===== src/rtl/div_pkg.sv =====
// Shared types and default widths for the sequential restoring divider.
package div_pkg;

  typedef enum logic [1:0] {
    IDLE = 2'd0,
    BUSY = 2'd1,
    DONE = 2'd2
  } div_state_t;

  localparam int unsigned DIV_DW = 16;
  localparam int unsigned DIV_VW = 8;
  localparam int unsigned DIV_CW = $clog2(DIV_DW + 1);

endpackage


===== src/rtl/div_step.sv =====
// One restoring-division iteration: shift in the next dividend bit, trial-subtract the divisor.
module div_step #(
  parameter int unsigned VW = 8
) (
  input  logic [VW-1:0] r,
  input  logic          q_msb,
  input  logic [VW-1:0] d,
  output logic [VW-1:0] r_next,
  output logic          q_bit
);

  logic [VW:0] r_shift;
  logic [VW:0] d_ext;

  // R' = 2R + bit with R < D keeps R' - D below 2^VW, so VW result bits are exact.
  always_comb begin
    r_shift = {r, q_msb};
    d_ext   = {1'b0, d};
    q_bit   = (r_shift >= d_ext);
    r_next  = q_bit ? VW'(r_shift - d_ext) : r_shift[VW-1:0];
  end

endmodule


===== src/rtl/seq_divider16x8.sv =====
// 16/8 sequential restoring divider, one quotient bit per clock.
// Optional zero-divisor fast path: define SEQ_DIVIDER_DZ_CHECK_EN.
module seq_divider16x8
  import div_pkg::*;
#(
  parameter int unsigned DW = DIV_DW,
  parameter int unsigned VW = DIV_VW
) (
  input  logic          clk,
  input  logic          areset_n,
  input  logic          start,
  input  logic [DW-1:0] dividend,
  input  logic [VW-1:0] divisor,
  output logic [DW-1:0] quotient,
  output logic [VW-1:0] remainder,
  output logic          busy,
  output logic          done,
  output logic          dz
);

  localparam int unsigned CW = $clog2(DW + 1);

  div_state_t    state, state_next;
  logic [DW-1:0] q_reg;
  logic [VW-1:0] r_reg;
  logic [VW-1:0] d_reg;
  logic [CW-1:0] cnt;
  logic [VW-1:0] r_next;
  logic          q_bit;
  logic [DW-1:0] q_next;
  logic          accept;
  logic          last;

  // The top bit of the partial remainder is always zero between iterations; div_step keeps it internally.
  div_step #(.VW(VW)) u_step (
    .r      (r_reg),
    .q_msb  (q_reg[DW-1]),
    .d      (d_reg),
    .r_next (r_next),
    .q_bit  (q_bit)
  );

  assign q_next = {q_reg[DW-2:0], q_bit};
  assign last   = (cnt == CW'(DW - 1));
  assign busy   = (state == BUSY);
  assign done   = (state == DONE);

`ifdef SEQ_DIVIDER_DZ_CHECK_EN
  logic dz_pend;

  assign accept = start && (state != BUSY) && !dz_pend;

  // Zero divisor waits one idle cycle in dz_pend, then reports through DONE.
  always_ff @(posedge clk or negedge areset_n) begin
    if (!areset_n) begin
      dz      <= 1'b0;
      dz_pend <= 1'b0;
    end else if (accept) begin
      dz      <= 1'b0;
      dz_pend <= (divisor == '0);
    end else if (dz_pend) begin
      dz      <= 1'b1;
      dz_pend <= 1'b0;
    end
  end
`else
  assign accept = start && (state != BUSY);
  assign dz     = 1'b0;
`endif

  always_ff @(posedge clk or negedge areset_n) begin
    if (!areset_n) state <= IDLE;
    else           state <= state_next;
  end

  always_comb begin
    state_next = state;
    case (state)
      IDLE, DONE: state_next = accept ? BUSY : IDLE;
      BUSY:       if (last) state_next = DONE;
      default:    state_next = IDLE;
    endcase
`ifdef SEQ_DIVIDER_DZ_CHECK_EN
    if (accept && divisor == '0) state_next = IDLE;
    if (dz_pend)                 state_next = DONE;
`endif
  end

  always_ff @(posedge clk or negedge areset_n) begin
    if (!areset_n) begin
      q_reg     <= '0;
      r_reg     <= '0;
      d_reg     <= '0;
      cnt       <= '0;
      quotient  <= '0;
      remainder <= '0;
    end else if (accept) begin
      q_reg <= dividend;
      d_reg <= divisor;
      r_reg <= '0;
      cnt   <= '0;
    end else if (state == BUSY) begin
      q_reg <= q_next;
      r_reg <= r_next;
      cnt   <= cnt + CW'(1);
      if (last) begin
        quotient  <= q_next;
        remainder <= r_next;
      end
    end
`ifdef SEQ_DIVIDER_DZ_CHECK_EN
    else if (dz_pend) begin
      quotient  <= '1;
      remainder <= q_reg[VW-1:0];
    end
`endif
  end

endmodule


===== config.mk =====
export PLATFORM = sky130hd
export DESIGN_NAME = seq_divider16x8
export DESIGN_NICKNAME = d
export VERILOG_FILES = /design/src/rtl/div_pkg.sv /design/src/rtl/div_step.sv /design/src/rtl/seq_divider16x8.sv
export SDC_FILE = /design/constraint.sdc
export NUM_CORES = 1
export LEC_CHECK = 0
export CORE_MARGIN = 4
export CORE_UTILIZATION = 30
export DETAILED_ROUTE_END_ITERATION = 8
export GPL_TIMING_DRIVEN = 0
export PLACE_DENSITY = 0.5
export SYNTH_ARGS = -nofsm -noshare
export SYNTH_HDL_FRONTEND = slang
export SYNTH_SLANG_ARGS = --single-unit

===== constraint.sdc =====
create_clock -name clk -period 5.6 [get_ports clk]
set_clock_uncertainty 0.05 [all_clocks]
set_input_delay 1.12 -clock clk [delete_from_list [all_inputs] [get_ports clk]]
set_output_delay 1.12 -clock clk [all_outputs]
set_load 0.01 [all_outputs]

==> reports/metrics.csv <==
metric,value,unit
dpl ws,2.53,ns
Yosys top cell area share,48.7,%
final slew viol count,0,
GRT Util Overall,13.8,%
DR vias,2633,
max frequency,0.289,GHz
DRT Pass-1 Iters,4,
largest net degree at the start of global routing,64,
post-synthesis cell area,0.00324,mm^2
Finished Cell Area,0.00415,mm^2
number of synthesized flops with an enable pin,0,
"critical path fanouts, max",10,
Leak Pwr,1.82,nW
post-DR vias/cell,4.89,
drt wl/cell,15.6,um
CP cell instances,"nand2b_1, buf_2, inv_1, buf_1, clkdlybuf4s50_1",
Synth Area in Compound Gates,15.1,%
Netlist cell types,50,
nets,435,
Clock transition at path regs,0.09,ns
# Post-CTS Setup Buffers,0,
Post-Synth XOR/XNOR Area,1.08,%
shortest period the worst path allows,3.46,ns
DRT iter0 DRCs,118,
number of port buffers,52,
power density cells,655,mW/mm^2
Num Clock Sinks,63,
Synth async-reset ratio,100,%
setup TNS,0,ns
Final setup viols,0,
actual slew at the worst max-slew pin,0.828,ns
CTS tree,done,
status,"finished, final reports clean",
post-synthesis sequential area ratio,48.7,%
Post-Syn Area per Cell,9.69,um^2
die extent in y,112,um
CP endpoint kind,primary output,
proportion of synthesized area in mux cells,7.42,%
initial core utilization,31.1,%
root buffer cell,clkbuf_8,
vias in the first global route,2657,
Routed Antenna Nets,0,
Critical Path AT,2.29,ns
Final WS setup,2.14,ns
Critical Path RT,4.43,ns
Worst VDD drop,177,uV
"Remaining Overflow, GRT",0,
Hold Path Class,flop to flop,
DRC viols,0,
placed inst area,0.00392,mm^2
Yosys reg bits,63,
antenna violations before repair,0,
largest family of logic cells by synthesized area,simple AND/OR/NAND/NOR gates,
Rows,37,
H-tree lvl count,3,
clock insertion delay at the later pin of the skew report,0.36,ns
Die Wd,112,um
WS Path Type,flop to primary output,
CP max stage delay,0.64,ns
Total Wirelength,8.40,mm
core area,0.0104,mm^2
Mapped Cells,334,
simple-gate area share of the yosys netlist,18.0,%
diodes inserted,0,
Max-cap violations,0,
final worst-path cycle share,61.7,%
largest cells by area after synthesis,"dfrtp_1 (49%), nand2_1 (9.0%), o21ai_0 (4.9%)",
PnR Total Power,0.00272,W
adder-cell share of the synthesized area,4.49,%
first-pass GRT wire length,13.9,mm
CTS max path bufs,2,
DP HPWL,5.84,mm
RSZ-0062 raised after global routing,false,
die area,0.0125,mm^2
layout cells sized above 1,11.9,%
Synth Warn #,0,
crit start category,flop,
Num CTS Buffers,9,
Syn Nets,372,
"Primary FF master, synth",dfrtp_1,
cts hold-fix bufs,0,
routability cong.,0.780,
CP max stage cell,clkdlybuf4s50_1,
post-cts resize count,0,
I/O pin cnt,54,
Min Hold Slack,0.426,ns
Rel. slew slack,44.8,%
Synth-to-Final Area Change,28.3,%
Yosys top cell by area,dfrtp_1,
"Hold Vio Cnt, Final",0,
==> power by group <==
part	leakage (nW)	switching, W	internal, W
combinational	0.992	0.000803	0.000637
sequential	0.714	0.000148	0.000668
clock	0.114	0.000208	0.000256
==> layout make-up <==
cell class / count / area (um^2)
sequential: 63 / 1580
fill: 1057 / 6260
clock buffer: 9 / 124
clock inverter: 7 / 104
tap: 136 / 170
timing repair buffer: 52 / 518
multi-input combinational: 236 / 1500
buffer: 19 / 104
inverter: 16 / 60.1
==> worst paths after layout <==
check | start | end | slack, ns | cells past startpoint
max | state[1]$_DFFE_PN0P_ | busy | 2.14 | 5
min | quotient[3]$_DFFE_PN0P_ | quotient[3]$_DFFE_PN0P_ | 0.43 | 2
max reg2reg | r_reg[5]$_DFFE_PN0P_ | r_reg[3]$_DFFE_PN0P_ | 3.41 | 7
min reg2reg | quotient[3]$_DFFE_PN0P_ | quotient[3]$_DFFE_PN0P_ | 0.43 | 2
max in group asynchronous | areset_n | remainder[2]$_DFFE_PN0P_ | 4.15 | 1
min in group asynchronous | areset_n | quotient[12]$_DFFE_PN0P_ | 0.81 | 1
==> routing by layer <==
layer	wire, um	vias up	GRT usage [%]
li1	-	1292	-
met1	4020	1268	19.4
met2	3900	63	20.9
met3	354	10	2.45
met4	134	0	5.60
met5	0	-	0
==> placed cells by master, fill, tap and decap left out, types with 6 or more instances in the layout <==
cell             synthesis  layout
o21ai_0                 32      32
nand2_1                 78      78
ha_1                    10      10
nand4_1                  8       8
clkbuf_8                 0       9
nand3_1                 12      12
dfrtp_1                 63      63
nor2_1                   7       7
mux2_2                   8       8
buf_2                    8       8
clkdlybuf4s50_1          0      51
a21oi_1                  8       8
clkbuf_1                 6       6
inv_1                   15      15
mux2i_1                 15      15
==> worst max-delay path, delay by kind of cell (launching register included) <==
kind	cells	cell delay [ns]
and+or+nand+nor	1	0.13
DFF	1	0.37
buffers and inverters	4	1.43
==> metrics by stage <==
step           std cells  util, %
3_3_place_gp         522     37.7
6_report             538     39.9
3_5_place_dp         522     37.7
5_1_grt              538     39.9
2_1_floorplan        334        -
4_1_cts              538     39.9
==> synthesized netlist by cell type, drive strengths merged, types with 2 or more instances <==
cell    count
nand2      79
o31ai       3
a21oi       8
o311ai      4
nand2b      4
nand4       8
inv        15
ha         10
o21ai      33
xor2        2
a31oi       4
and3        3
mux2        8
o221ai      3
buf        13
o22ai       2
nand3      13
nor2b       3
o21a        3
xnor2       2
o211ai      2
and2        2
clkbuf      6
mux2i      15
a41oi       4
nor2        8
dfrtp      63
==> cells by family (layout without fill, tap and decap cells) <==
kind of cell | Yosys count | count (layout)
and+or+nand+nor | 126 | 126
AOI/OAI and AO/OA | 71 | 71
DFF | 63 | 63
buffers and inverters | 35 | 103
muxes | 23 | 23
adders and majority gates | 11 | 11
xor gates and xnor gates | 4 | 4
other | 1 | 1
Power figures use the tool's default switching activity.
